$ cat src/rtl/nibble_byte_packer.sv
// nibble_byte_packer
//
// Pairs a stream of 4-bit nibbles into 8-bit bytes. A small FIFO buffers the
// completed bytes. Each byte is stored with its even-parity bit and a flag
// that marks a zero-padded byte built from a single flushed nibble.
//
// Ports:
//   clk         sole clock, rising edge
//   rst         synchronous active-high reset
//   in_valid    nibble offered
//   in_ready    packer can accept a nibble (registered count only)
//   in_nib      nibble data
//   in_flush    with an EMPTY-state accept, emit the nibble zero-padded
//   out_valid   FIFO head valid
//   out_ready   downstream accepts the head
//   out_byte    FIFO head byte
//   out_par     even-parity bit (^out_byte) of the head entry
//   out_padded  head byte came from a flushed lone nibble
//   out_held    a nibble is held waiting for its partner
//
// States:
//   state    | meaning
//   ---------+--------------------------------------------
//   ST_EMPTY | no nibble held; next nibble starts a pair
//   ST_HALF  | one nibble held in hold_q; next nibble completes the byte
module nibble_byte_packer #(
    parameter int LSN_FIRST = 1,
    parameter int OUT_DEPTH = 2
) (
    input  logic       clk,
    input  logic       rst,
    input  logic       in_valid,
    output logic       in_ready,
    input  logic [3:0] in_nib,
    input  logic       in_flush,
    output logic       out_valid,
    input  logic       out_ready,
    output logic [7:0] out_byte,
    output logic       out_par,
    output logic       out_padded,
    output logic       out_held
);

    localparam int AW = $clog2(OUT_DEPTH);
    localparam int CW = AW + 1;
    localparam logic [CW-1:0] FULL_CNT = CW'(OUT_DEPTH);
    localparam logic [CW-1:0] CNT_ONE  = CW'(1);
    localparam logic [AW-1:0] PTR_ONE  = AW'(1);

    typedef enum logic {
        ST_EMPTY = 1'b0,
        ST_HALF  = 1'b1
    } state_t;

    state_t          state_q, state_d;
    logic [3:0]      hold_q, hold_d;
    logic [AW-1:0]   wr_ptr_q, wr_ptr_d;
    logic [AW-1:0]   rd_ptr_q, rd_ptr_d;
    logic [CW-1:0]   count_q, count_d;
    logic [7:0]      mem_byte_q [OUT_DEPTH];
    logic [7:0]      mem_byte_d [OUT_DEPTH];
    logic            mem_par_q  [OUT_DEPTH];
    logic            mem_par_d  [OUT_DEPTH];
    logic            mem_pad_q  [OUT_DEPTH];
    logic            mem_pad_d  [OUT_DEPTH];

    logic            accept;
    logic            pop;
    logic            push;
    logic [7:0]      push_byte;
    logic            push_pad;

    // Full is decided from the registered count alone, so a pop in the same
    // cycle does not open the input; this keeps out_ready off the in_ready path.
    assign in_ready   = !rst && (count_q != FULL_CNT);
    assign out_valid  = (count_q != '0);
    assign out_byte   = mem_byte_q[rd_ptr_q];
    assign out_par    = mem_par_q[rd_ptr_q];
    assign out_padded = mem_pad_q[rd_ptr_q];
    assign out_held   = (state_q == ST_HALF);

    assign accept = in_valid && in_ready;
    assign pop    = out_valid && out_ready;

    always_comb begin
        state_d    = state_q;
        hold_d     = hold_q;
        wr_ptr_d   = wr_ptr_q;
        rd_ptr_d   = rd_ptr_q;
        count_d    = count_q;
        mem_byte_d = mem_byte_q;
        mem_par_d  = mem_par_q;
        mem_pad_d  = mem_pad_q;
        push       = 1'b0;
        push_byte  = 8'h00;
        push_pad   = 1'b0;

        case (state_q)
            ST_EMPTY: begin
                if (accept) begin
                    if (in_flush) begin
                        push     = 1'b1;
                        push_pad = 1'b1;
                        if (LSN_FIRST != 0) push_byte = {4'h0, in_nib};
                        else                push_byte = {in_nib, 4'h0};
                    end else begin
                        hold_d  = in_nib;
                        state_d = ST_HALF;
                    end
                end
            end
            ST_HALF: begin
                // A flush on the completing nibble has nothing to pad.
                if (accept) begin
                    push    = 1'b1;
                    state_d = ST_EMPTY;
                    if (LSN_FIRST != 0) push_byte = {in_nib, hold_q};
                    else                push_byte = {hold_q, in_nib};
                end
            end
        endcase

        if (push) begin
            mem_byte_d[wr_ptr_q] = push_byte;
            mem_par_d[wr_ptr_q]  = ^push_byte;
            mem_pad_d[wr_ptr_q]  = push_pad;
            wr_ptr_d             = wr_ptr_q + PTR_ONE;
        end

        if (pop) begin
            rd_ptr_d = rd_ptr_q + PTR_ONE;
        end

        case ({push, pop})
            2'b10:   count_d = count_q + CNT_ONE;
            2'b01:   count_d = count_q - CNT_ONE;
            default: count_d = count_q;
        endcase
    end

    always_ff @(posedge clk) begin
        if (rst) begin
            state_q  <= ST_EMPTY;
            hold_q   <= 4'h0;
            wr_ptr_q <= '0;
            rd_ptr_q <= '0;
            count_q  <= '0;
            for (int i = 0; i < OUT_DEPTH; i++) begin
                mem_byte_q[i] <= 8'h00;
                mem_par_q[i]  <= 1'b0;
                mem_pad_q[i]  <= 1'b0;
            end
        end else begin
            state_q    <= state_d;
            hold_q     <= hold_d;
            wr_ptr_q   <= wr_ptr_d;
            rd_ptr_q   <= rd_ptr_d;
            count_q    <= count_d;
            mem_byte_q <= mem_byte_d;
            mem_par_q  <= mem_par_d;
            mem_pad_q  <= mem_pad_d;
        end
    end

endmodule
$ cat config.mk
export PLATFORM = sky130hd
export DESIGN_NAME = nibble_byte_packer
export DESIGN_NICKNAME = d
export VERILOG_FILES = /design/src/rtl/nibble_byte_packer.sv
export SDC_FILE = /design/constraint.sdc
export NUM_CORES = 1
export LEC_CHECK = 0
export BUFFER_PORTS_ARGS = -buffer_cell sky130_fd_sc_hd__buf_2
export CAP_MARGIN = 20
export CORE_MARGIN = 4
export CORE_UTILIZATION = 58
export CTS_BUF_LIST = sky130_fd_sc_hd__clkbuf_8
export CTS_CLUSTER_SIZE = 24
export DETAILED_ROUTE_END_ITERATION = 8
export PLACE_DENSITY = 0.81
export SLEW_MARGIN = 40
export SYNTH_ARGS = -nofsm -noshare
export SYNTH_HDL_FRONTEND = slang
export SYNTH_SLANG_ARGS = --single-unit
$ cat constraint.sdc
create_clock -name clk -period 2.2 [get_ports clk]
set_input_delay 0.11 -clock clk [delete_from_list [all_inputs] [get_ports clk]]
set_output_delay 0.11 -clock clk [all_outputs]
set_load 0.03 [all_outputs]
==> metrics.cfg, run 1 <==
[drt]
drt-total-wl_mm = 3.175
via_count = 1253
route.antenna.remaining_nets = 0
via_per_inst = 5.910
dr.pass1.iters = 4
number_of_remaining_drc_errors = 0
routed_wire_length_per_instance_um = 14.98
drt-initial-drc-count = 32

[synth]
register_area_share_after_synthesis = 0.4103
postSynth.asyncResetShare = 0
postSynthNetCount = 171
synth_top_area_frac = 0.4103
post_synth_fa_ha_maj_area_fraction = 0.008842
postSynth.topFlopCell = sky130_fd_sc_hd__dfxtp_1
synth-seq-cells = 29
synth_compound_area_frac = 0.1662
synth_cells = 161
ys.warnings.count = 0
synth_simple_gate_area_frac = 0.2440
distinct_cell_type_count_after_synthesis = 33
syn_avg_cell_area_um2 = 8.789
muxShareOfSynthArea = 0.1079
synth_edf_count = 0
largest_family_of_logic_cells_by_synthesized_area = simple AND/OR/NAND/NOR gates
post_synth_xor_area_fraction = 0.02476
yosysTopAreaCell = sky130_fd_sc_hd__dfxtp_1
ys_top_cells_by_area = sky130_fd_sc_hd__dfxtp_1 (41%), sky130_fd_sc_hd__mux2_2 (8.0%), sky130_fd_sc_hd__nor2_1 (5.3%)
post_synth_instance_area_mm2 = 0.001415

[global_routing]
grt_start_max_net_pins = 31
gr-total-overflow = 0
grt_pass1_vias = 1259
grt_antenna_before_repair = 0
grt_pass1_wl_mm = 5.492
track_usage = 0.2110

[clocking]
clock_tree.htree_level_count = 2
postCtsHoldBufs = 0
numClockSinks = 29
clk_pin_slew_ns = 0.06
clk_path_buf_depth = 2
tritoncts = yes
clk_latency_ns = 0.28
cts_made_buffers = 5
clockRootBuffer = sky130_fd_sc_hd__clkbuf_8
postCtsSetupBuffers = 0
post_cts.resized_instances = 0

[pwr]
internal_cell_power_w = 0.0009454
power_density_mw_per_mm2 = 814.2
power_frac_clock = 0.359
worst_vdd_drop_v = 0.0005857
power_w = 0.001329
share_comb_of_total_power = 0.190
power.switching_w = 0.0003841
netSwitchingFraction = 0.2889
static-leakage-power_nw = 0.6423
sequential_share_of_power = 0.451

[floorplanning]
fp-row-count = 17
initial_core_util = 0.6218
dieHeight_um = 57.40
design.die.area_mm2 = 0.003294
core_area_mm2 = 0.002276
die_x_um = 57.40
design.portCount = 22

[worst_setup_path]
setup.worst_path.start = count_q[0]
crit_arrival_ns = 2.18
cp_slowest_cell = sky130_fd_sc_hd__dfxtp_1
worst_path_largest_cell_delay_ns = 0.40
required_ns = 2.41
crit_path_kind = reg2reg
regToRegStartpoint = count_q[0]
cp_cell_sequence = nand2b_4 > nand2_1 > nor2_1 > inv_1 > ha_1 > or3_1 > a21oi_1
critical_path.startpoint_type = flip-flop
worstSetupEndpointType = flip-flop
worstPathMaxFanout = 5

[job]
max_cap_viol_count = 0

[timing]
finalHoldViolCount = 0
setup_violation_total_in_the_final_timing_report = 0
final.setup.tns_ns = 0
maxSlewHeadroom = 0.6260
fin_crit_ns = 1.977
max_slew.worst_pin.slew_ns = 0.5602
finalClockSkew_ns = 0.007785
final-max-slew-violation-count = 0
fmax_mhz = 505.9
unrepaired_setup_endpoints_after_global_routing = false
final.period_utilization = 0.8985

[min_path]
holdCritPathClass = in2reg
hp_start = in_nib[1]

[placed_design]
place_congestion = 0.8785
number_of_placed_instances_taps_included = 204
place_area_mm2 = 0.001531
buffer_ports.inserted = 21
dp_hpwl_mm = 2.305

[run_status]
outcome = finished, final reports clean

[cells_and_area]
area_growth_pct = 15.38
final_layout_size_suffix_gt1_frac = 0.2554
fin_util = 0.7174
finish.cell_count_without_fillers = 212
antennaDiodeCount = 0
final_cell_area_mm2 = 0.001633
finalNetCount = 193

## through the flow
stage | hold slack, ns | worst slack, ns
after floorplan | 0.2539 | 0.4096
after detailed placement | 0.4267 | 0.2407
final | 0.1371 | 0.2233
after global routing | 0.1426 | 0.05513
after CTS | 0.1309 | 0.2260
after global placement | 0.4226 | 0.4301
## cell usage in the layout, fill, tap and decap left out
cell                        instances
sky130_fd_sc_hd__and4_1             1
sky130_fd_sc_hd__clkinv_2           1
sky130_fd_sc_hd__ha_1               1
sky130_fd_sc_hd__a211oi_1           9
sky130_fd_sc_hd__nor3b_1            2
sky130_fd_sc_hd__a31oi_1            2
sky130_fd_sc_hd__nor2b_1            7
sky130_fd_sc_hd__and2_4             1
sky130_fd_sc_hd__o21ai_0            1
sky130_fd_sc_hd__nand3_1            9
sky130_fd_sc_hd__buf_2             21
sky130_fd_sc_hd__a211o_1            3
sky130_fd_sc_hd__clkbuf_8           7
sky130_fd_sc_hd__and2_1             3
sky130_fd_sc_hd__mux2_2            10
sky130_fd_sc_hd__nand4_1            2
sky130_fd_sc_hd__or3_1              2
sky130_fd_sc_hd__xor2_1             1
sky130_fd_sc_hd__nor2_1            20
sky130_fd_sc_hd__nor3_2             2
sky130_fd_sc_hd__nand2_1           14
sky130_fd_sc_hd__o2111ai_1          1
sky130_fd_sc_hd__inv_1              2
sky130_fd_sc_hd__xnor2_1            3
sky130_fd_sc_hd__buf_4              3
sky130_fd_sc_hd__a21oi_1           11
sky130_fd_sc_hd__nand2b_1           2
sky130_fd_sc_hd__o211ai_1           2
sky130_fd_sc_hd__or2_2              1
sky130_fd_sc_hd__a21boi_1           1
sky130_fd_sc_hd__a22oi_1            5
sky130_fd_sc_hd__dfxtp_1           29
sky130_fd_sc_hd__nand2b_4           1
sky130_fd_sc_hd__mux2i_1            4
## final timing paths
kind / slack (ns) / to / depth (start not counted)
hold / removal: 0.14 / mem_byte_q[5] / 3
setup / recovery: 0.22 / count_q[1] / 7
setup reg to reg: 0.22 / count_q[1] / 7
hold reg to reg: 0.45 / mem_byte_q[6] / 2
## worst max-delay path: cells and delay by family (launching register included)
kind                       cells  cell delay, ns
and+or+nand+nor                4            0.93
DFF                            1            0.40
adders and majority gates      1            0.32
AOI/OAI and AO/OA              1            0.17
buffers and inverters          1            0.09
## kinds of logic (layout without fill, tap and decap cells)
family	Yosys count	in the layout
simple gates	67	67
compound gates	35	35
flops	29	29
mux	14	14
buf+inv	11	34
xor+xnor	4	4
fa+ha+maj	1	1
## registers in the layout (all words and copies together) (netlist names)
name and flops:
count_q 2, hold_q 4, mem_byte_q 16, mem_pad_q 2
mem_par_q 2, out_held 1, rd_ptr_q 1, wr_ptr_q 1
## synthesized netlist by cell type, types with 2 or more instances
library cell,count
sky130_fd_sc_hd__nand3_1,9
sky130_fd_sc_hd__nand2_1,14
sky130_fd_sc_hd__o211ai_1,2
sky130_fd_sc_hd__or3_1,2
sky130_fd_sc_hd__a31oi_1,2
sky130_fd_sc_hd__a21oi_1,11
sky130_fd_sc_hd__nor2b_1,7
sky130_fd_sc_hd__a22oi_1,5
sky130_fd_sc_hd__dfxtp_1,29
sky130_fd_sc_hd__mux2i_1,4
sky130_fd_sc_hd__a211o_1,3
sky130_fd_sc_hd__inv_1,2
sky130_fd_sc_hd__mux2_2,10
sky130_fd_sc_hd__a211oi_1,9
sky130_fd_sc_hd__nand4_1,2
sky130_fd_sc_hd__buf_4,2
sky130_fd_sc_hd__nand2b_1,2
sky130_fd_sc_hd__nor3_2,2
sky130_fd_sc_hd__and2_1,3
sky130_fd_sc_hd__xnor2_1,3
sky130_fd_sc_hd__buf_2,4
sky130_fd_sc_hd__nor3b_1,2
sky130_fd_sc_hd__nor2_1,20
sky130_fd_sc_hd__clkbuf_1,3
## power groups by stage
stage / sequential (W) / combinational (W) / clock, W
6_report: 0.000599 / 0.000253 / 0.000477
5_1_grt: 0.000606 / 0.000276 / 0.000507
4_1_cts: 0.000600 / 0.000254 / 0.000483
3_5_place_dp: 0.000612 / 0.000252 / 0
3_3_place_gp: 0.000606 / 0.000243 / 0
2_1_floorplan: 0.000589 / 0.000208 / 0
## area by class of cell
cell class              count  area [um2]
multi-input cells         121       780.7
fillers                   176       643.1
flip-flops and latches     29       580.6
repair buffers             24       127.6
clock buffers               7       96.34
well taps                  28       35.03
inverters                   2       7.507
clock inverters             1       5.005
## routing by layer
metal	up-vias	GRT usage	wire length, um	share of wire
met4	0	0.09603	48	0.015
met3	6	0.05204	150	0.047
met5	-	0	0	0
met2	26	0.3629	1624	0.51
li1	613	-	-	-
met1	608	0.2441	1350	0.43
Note: power is estimated with default switching activity, not from simulation.
==> run 2: changes to the inputs <==
--- a/config.mk
+++ b/config.mk
@@ -8,11 +8,11 @@
 export BUFFER_PORTS_ARGS = -buffer_cell sky130_fd_sc_hd__buf_2
 export CAP_MARGIN = 20
 export CORE_MARGIN = 4
-export CORE_UTILIZATION = 58
+export CORE_UTILIZATION = 60
 export CTS_BUF_LIST = sky130_fd_sc_hd__clkbuf_8
 export CTS_CLUSTER_SIZE = 24
 export DETAILED_ROUTE_END_ITERATION = 8
-export PLACE_DENSITY = 0.81
+export PLACE_DENSITY = 0.84
 export SLEW_MARGIN = 40
 export SYNTH_ARGS = -nofsm -noshare
 export SYNTH_HDL_FRONTEND = slang
==> constraint.sdc (replaced) <==
create_clock -name clk -period 2.4 [get_ports clk]
set_input_delay 0.12 -clock clk [delete_from_list [all_inputs] [get_ports clk]]
set_output_delay 0.12 -clock clk [all_outputs]
set_load 0.03 [all_outputs]
==> run 2 against run 1 <==
Die area shrank 2.9%. Utilization grew 0.41 points. First-iteration DRC count grew 13%. Fmax grew 0.13%. Sequential share of layout area grew 0.47 points. Routed wire length grew 3.6%. Non-clock buffer count is the same. Power shrank 13%. Clock power shrank 22%. Hold slack gained 0.0056 ns. Via count grew 0.24%. Critical endpoint unchanged. Largest cell class unchanged.
==> metrics.cfg, run 2 (synthesis results as in run 1) <==
[floorplanning]
initial_core_util = 0.6336  ; +0.01184
design.portCount = 22  ; unchanged
die_x_um = 56.57  ; -1.4%
fp-row-count = 17  ; unchanged
design.die.area_mm2 = 0.003200  ; -2.9%
core_area_mm2 = 0.002233  ; -1.9%
dieHeight_um = 56.57  ; -1.4%

[worst_setup_path]
worstSetupEndpointType = flip-flop
worstPathMaxFanout = 5  ; unchanged
crit_path_kind = reg2reg
required_ns = 2.61  ; +0.20 ns
cp_slowest_cell = sky130_fd_sc_hd__dfxtp_1
critical_path.startpoint_type = flip-flop
cp_cell_sequence = nand2b_4 > nand2_1 > nor2_1 > inv_1 > ha_1 > or3_1 > a21oi_1
worst_path_largest_cell_delay_ns = 0.40  ; about the same
crit_arrival_ns = 2.18  ; about the same

[cells_and_area]
finalNetCount = 193  ; unchanged
largest_register_ff_count = 16  ; unchanged
final_layout_size_suffix_gt1_frac = 0.2391  ; -0.01630
finish.cell_count_without_fillers = 212  ; unchanged
antennaDiodeCount = 0  ; unchanged
layout_common_cells = sky130_fd_sc_hd__dfxtp_1 (29), sky130_fd_sc_hd__buf_2 (21), sky130_fd_sc_hd__nor2_1 (20)
reg.largest.list = mem_byte_q (16), hold_q (4)
final_cell_area_mm2 = 0.001612  ; -1.3%
registers.top_by_ff_count = mem_byte_q
final_common_cell = sky130_fd_sc_hd__dfxtp_1
area_growth_pct = 13.88

[clocking]
clk_pin_slew_ns = 0.06  ; about the same
clockRootBuffer = sky130_fd_sc_hd__clkbuf_8
clock_tree.htree_level_count = 2  ; unchanged
numClockSinks = 29  ; unchanged
clk_latency_ns = 0.29  ; about the same
clk_path_buf_depth = 2  ; unchanged
post_cts.resized_instances = 0  ; unchanged
cts_made_buffers = 5  ; unchanged
postCtsSetupBuffers = 0  ; unchanged
postCtsHoldBufs = 0  ; unchanged
tritoncts = yes

[pwr]
internal_cell_power_w = 0.0008006  ; -15%
sequential_share_of_power = 0.475  ; +0.024
worst_vdd_drop_v = 0.0006763  ; +15%
static-leakage-power_nw = 0.6399  ; -0.36%
netSwitchingFraction = 0.3064  ; +0.01749
share_comb_of_total_power = 0.203  ; +0.013
power_density_mw_per_mm2 = 716.2  ; -12%
power_frac_clock = 0.322  ; -0.037
power.switching_w = 0.0003536  ; -7.9%

[timing]
fmax_mhz = 506.5  ; +0.13%
finalClockSkew_ns = 0.005231  ; -0.002554 ns
max_slew.worst_pin.slew_ns = 0.5421  ; -0.01806 ns
hold_slack_ns = 0.1427  ; +0.005649 ns
final.setup.tns_ns = 0  ; unchanged
finalHoldViolCount = 0  ; unchanged
maxSlewHeadroom = 0.6381  ; +0.01206
fin_crit_ns = 1.974  ; -0.002516 ns
final.period_utilization = 0.8226  ; -0.07592
unrepaired_setup_endpoints_after_global_routing = false
final-max-slew-violation-count = 0  ; unchanged
setup_violation_total_in_the_final_timing_report = 0  ; unchanged

[placed_design]
number_of_placed_instances_taps_included = 204  ; unchanged
place_area_mm2 = 0.001531  ; unchanged
place_congestion = 0.8602  ; -2.1%
dp_hpwl_mm = 2.332  ; +1.2%
buffer_ports.inserted = 21  ; unchanged

[drt]
drt-initial-drc-count = 36  ; +13%
dr.pass1.iters = 4  ; unchanged
number_of_remaining_drc_errors = 0  ; unchanged
routed_wire_length_per_instance_um = 15.51  ; +3.6%
via_per_inst = 5.925  ; +0.24%
via_count = 1256  ; +0.24%
route.antenna.remaining_nets = 0  ; unchanged
drt-total-wl_mm = 3.289  ; +3.6%

[min_path]
holdCritPathClass = in2reg

[global_routing]
grt_start_max_net_pins = 31  ; unchanged
track_usage = 0.2300  ; +0.01903
grt_antenna_before_repair = 0  ; unchanged
grt_pass1_vias = 1273  ; +1.1%
gr-total-overflow = 0  ; unchanged
grt_pass1_wl_mm = 5.609  ; +2.1%

[run_status]
outcome = finished, final reports clean

[job]
max_cap_viol_count = 0  ; unchanged

## run 2: power by group through the flow
| stage | logic (W) | registers, W | clock network (W) |
|---|---|---|---|
| 2_1_floorplan | 0.000191 | 0.000539 | 0 |
| 3_3_place_gp | 0.000222 | 0.000555 | 0 |
| 3_5_place_dp | 0.000232 | 0.000560 | 0 |
| 4_1_cts | 0.000234 | 0.000550 | 0.000376 |
| 5_1_grt | 0.000256 | 0.000552 | 0.000403 |
| 6_report | 0.000234 | 0.000549 | 0.000371 |
## run 2: final timing paths
check | startpoint | slack (ns) | depth (start not counted) | endpoint
hold / removal | in_nib[1] | 0.14 | 3 | mem_byte_q[13]
setup / recovery | count_q[0] | 0.43 | 7 | count_q[1]
setup reg to reg | count_q[0] | 0.43 | 7 | count_q[1]
hold reg to reg | mem_byte_q[13] | 0.46 | 2 | mem_byte_q[13]
## run 2: worst max-delay path, delay by kind of cell, from the launching register on
kind,cells,cell delay (ns)
simple gates,4,0.91
flops,1,0.40
compound gates,1,0.17
buf+inv,1,0.09
fa+ha+maj,1,0.32
## run 2: metal layers
metal  vias to the layer above  routed length [um]  share of wire  track usage
li1                        618                   -              -            -
met1                       596                1346           0.41       0.2415
met2                        32                1675           0.51       0.3861
met3                        10                 168          0.051      0.05747
met4                         0                  97          0.029       0.1797
met5                         -                   0              0            0
## run 2: layout make-up
cell class | instances | area, um2
multi-input combinational | 121 | 780.7
fill | 192 | 621.8
timing repair buffer | 24 | 127.6
clock inverter | 3 | 11.26
clock buffer | 5 | 68.82
inverter | 2 | 7.507
tap | 28 | 35.03
sequential | 29 | 580.6
## run 2: stage by stage
| stage | total power [W] | utilization | setup slack, ns |
|---|---|---|---|
| 3_5_place_dp | 0.0007925 | 0.6857 | 0.4576 |
| 4_1_cts | 0.001160 | 0.7216 | 0.4332 |
| 2_1_floorplan | 0.0007305 | - | 0.6096 |
| 3_3_place_gp | 0.0007771 | 0.6857 | 0.6263 |
| 6_report | 0.001154 | 0.7216 | 0.4258 |
| 5_1_grt | 0.001211 | 0.7216 | 0.2602 |
==> run 3: changes to the inputs <==
--- a/config.mk
+++ b/config.mk
@@ -8,11 +8,11 @@
 export BUFFER_PORTS_ARGS = -buffer_cell sky130_fd_sc_hd__buf_2
 export CAP_MARGIN = 20
 export CORE_MARGIN = 4
-export CORE_UTILIZATION = 60
+export CORE_UTILIZATION = 58
 export CTS_BUF_LIST = sky130_fd_sc_hd__clkbuf_8
 export CTS_CLUSTER_SIZE = 24
 export DETAILED_ROUTE_END_ITERATION = 8
-export PLACE_DENSITY = 0.84
+export PLACE_DENSITY = 0.81
 export SLEW_MARGIN = 40
 export SYNTH_ARGS = -nofsm -noshare
 export SYNTH_HDL_FRONTEND = slang
==> constraint.sdc (replaced) <==
create_clock -name clk -period 1.85 [get_ports clk]
set_input_delay 0.0925 -clock clk [delete_from_list [all_inputs] [get_ports clk]]
set_output_delay 0.0925 -clock clk [all_outputs]
set_load 0.03 [all_outputs]
==> run 3 against run 2 <==
Non-clock buffer count up 5. Global-route usage down 1.8 points. Worst setup slack worse by 0.34 ns. Critical path depth down 2. Power up 33%. Cell count up 1.9%. Die area up 3.0%. Register-to-register slack worse by 0.34 ns. Routed wire length about the same. Sequential share of layout area down 0.98 points. Largest power group unchanged.
==> metrics.cfg, run 3 (synthesis results as in run 1) <==
[run_status]
outcome = finished, final reports clean

[cells_and_area]
finish.cell_count_without_fillers = 216  ; +1.9%
finalNetCount = 198  ; +2.6%
layout_common_cells = sky130_fd_sc_hd__dfxtp_1 (29), sky130_fd_sc_hd__buf_2 (21), sky130_fd_sc_hd__nor2_1 (20)
antennaDiodeCount = 0  ; unchanged
final_common_cell = sky130_fd_sc_hd__dfxtp_1
largest_register_ff_count = 16  ; unchanged
registers.top_by_ff_count = mem_byte_q
final_layout_size_suffix_gt1_frac = 0.2713  ; +0.03215
area_growth_pct = 17.06
final_cell_area_mm2 = 0.001657  ; +2.8%
reg.largest.list = mem_byte_q (16), hold_q (4)
fin_util = 0.7279  ; +0.006303

[global_routing]
gr-total-overflow = 0  ; unchanged
grt_antenna_before_repair = 0  ; unchanged
track_usage = 0.2120  ; -0.01803
grt_pass1_wl_mm = 5.409  ; -3.6%
grt_pass1_vias = 1251  ; -1.7%
grt_start_max_net_pins = 31  ; unchanged

[placed_design]
number_of_placed_instances_taps_included = 209  ; +2.5%
detailedPlace.worstSlack_ns = 0.09829  ; -0.3593 ns
place_congestion = 0.9076  ; +5.5%
dp_hpwl_mm = 2.385  ; +2.3%
place_area_mm2 = 0.001569  ; +2.5%
buffer_ports.inserted = 21  ; unchanged

[min_path]
number_of_stages_on_the_worst_hold_path = 3  ; unchanged
hold_end = mem_byte_q[13]
hp_start = in_nib[1]
holdCritPathClass = in2reg

[clocking]
clk_latency_ns = 0.28  ; about the same
clk_path_buf_depth = 2  ; unchanged
postCtsHoldBufs = 0  ; unchanged
postCtsSetupBuffers = 0  ; unchanged
tritoncts = yes
cts_made_buffers = 5  ; unchanged
clk_pin_slew_ns = 0.06  ; about the same
clockRootBuffer = sky130_fd_sc_hd__clkbuf_8
numClockSinks = 29  ; unchanged
clock_tree.htree_level_count = 2  ; unchanged

[drt]
routed_wire_length_per_instance_um = 15.22  ; -1.9%
drt-initial-drc-count = 31  ; -14%
via_count = 1275  ; +1.5%
drt-total-wl_mm = 3.287  ; about the same
number_of_remaining_drc_errors = 0  ; unchanged
route.antenna.remaining_nets = 0  ; unchanged
dr.pass1.iters = 4  ; unchanged
via_per_inst = 5.903  ; -0.37%

[pwr]
netSwitchingFraction = 0.2922  ; -0.01423
worst_vdd_drop_v = 0.0007184  ; +6.2%
power_density_mw_per_mm2 = 925.5  ; +29%
static-leakage-power_nw = 0.6631  ; +3.6%
power_frac_clock = 0.331  ; +0.009
share_comb_of_total_power = 0.204  ; about the same
sequential_share_of_power = 0.465  ; -0.010
internal_cell_power_w = 0.001085  ; +36%
power.switching_w = 0.0004479  ; +27%

[worst_setup_path]
worstSetupEndpointType = flip-flop
required_ns = 2.06  ; -0.55 ns
rr_worst_depth = 5  ; -2
critical_path.startpoint_type = flip-flop
crit_path_kind = reg2reg
worst_r2r_endpoint = count_q[1]
crit_arrival_ns = 1.97  ; -0.21 ns
reg2reg_setup_slack_ns = 0.09  ; -0.34 ns
worstPathMaxFanout = 4  ; -1
regToRegStartpoint = count_q[0]

[floorplanning]
die_x_um = 57.40  ; +1.5%
design.die.area_mm2 = 0.003294  ; +3.0%
fp-row-count = 17  ; unchanged
design.portCount = 22  ; unchanged
initial_core_util = 0.6218  ; -0.01184
core_area_mm2 = 0.002276  ; +1.9%
dieHeight_um = 57.40  ; +1.5%

[job]
max_cap_viol_count = 0  ; unchanged

[timing]
fmax_mhz = 568.0  ; +12%
finalHoldViolCount = 0  ; unchanged
final.period_utilization = 0.9517  ; +0.1291
unrepaired_setup_endpoints_after_global_routing = false
max_slew.worst_pin.slew_ns = 0.5789  ; +0.03677 ns
maxSlewHeadroom = 0.6135  ; -0.02455
setup_violation_total_in_the_final_timing_report = 0  ; unchanged
finalClockSkew_ns = 0.002281  ; -0.002949 ns
postLayoutSetupSlackWorst_ns = 0.08933  ; -0.3365 ns
final-max-slew-violation-count = 0  ; unchanged
final.setup.tns_ns = 0  ; unchanged
fin_crit_ns = 1.761  ; -0.2135 ns

-- run 3: changes by cell type in the layout (fill, tap and decap cells not counted), sizes merged --
cell | before | now
clkbuf | 5 | 6
inv | 5 | 3
buf | 24 | 29
-- run 3: routing by layer --
| metal | GRT usage | wire (um) | vias to the layer above |
|---|---|---|---|
| met2 | 0.3548 | 1659 | 42 |
| met4 | 0.1192 | 66 | 0 |
| met1 | 0.2428 | 1377 | 597 |
| met5 | 0 | 0 | - |
| met3 | 0.05430 | 184 | 9 |
| li1 | - | - | 627 |
-- run 3: power groups by stage --
stage	Sequential (W)	Clock (W)	Combinational (W)
after global placement	0.000721	0	0.000298
after CTS	0.000714	0.000511	0.000312
after floorplan	0.000700	0	0.000248
final	0.000713	0.000507	0.000313
after global routing	0.000719	0.000546	0.000338
after detailed placement	0.000727	0	0.000309
-- run 3: worst max path at each step --
stage,from,end
after floorplan,count_q[0],count_q[1]
after global placement,count_q[0],count_q[1]
after detailed placement,count_q[0],count_q[1]
after CTS,count_q[0],count_q[1]
after global routing,count_q[0],count_q[1]
final,count_q[0],count_q[1]
-- run 3: critical path, cell delays in order, from the launching register on --
cell                      delay [ns]
sky130_fd_sc_hd__dfxtp_1        0.34
sky130_fd_sc_hd__or2_2          0.31
sky130_fd_sc_hd__and2_1         0.19
sky130_fd_sc_hd__ha_1           0.33
sky130_fd_sc_hd__or3_1          0.37
sky130_fd_sc_hd__a21oi_1        0.14
-- run 3: final cells by class --
class / count / area [um2]
timing repair buffer: 29 / 165.2
clock buffer: 6 / 82.58
fill: 169 / 619.3
multi-input combinational: 121 / 782.0
inverter: 2 / 7.507
sequential: 29 / 580.6
clock inverter: 1 / 3.754
tap: 28 / 35.03
-- run 3: timing repair --
action | 4_1_cts | 5_1_grt
resized for setup | 0 | 1
endpoints found under the hold margin | 0 | 0
endpoints found under the setup margin | 0 | 2
-- run 3: per-stage QoR --
| stage | hold WS, ns | power [W] |
|---|---|---|
| floorplan | 0.2364 | 0.0009477 |
| global placement | 0.4057 | 0.001019 |
| detailed placement | 0.4177 | 0.001036 |
| CTS | 0.1255 | 0.001537 |
| global route | 0.1355 | 0.001604 |
| finish | 0.1270 | 0.001533 |
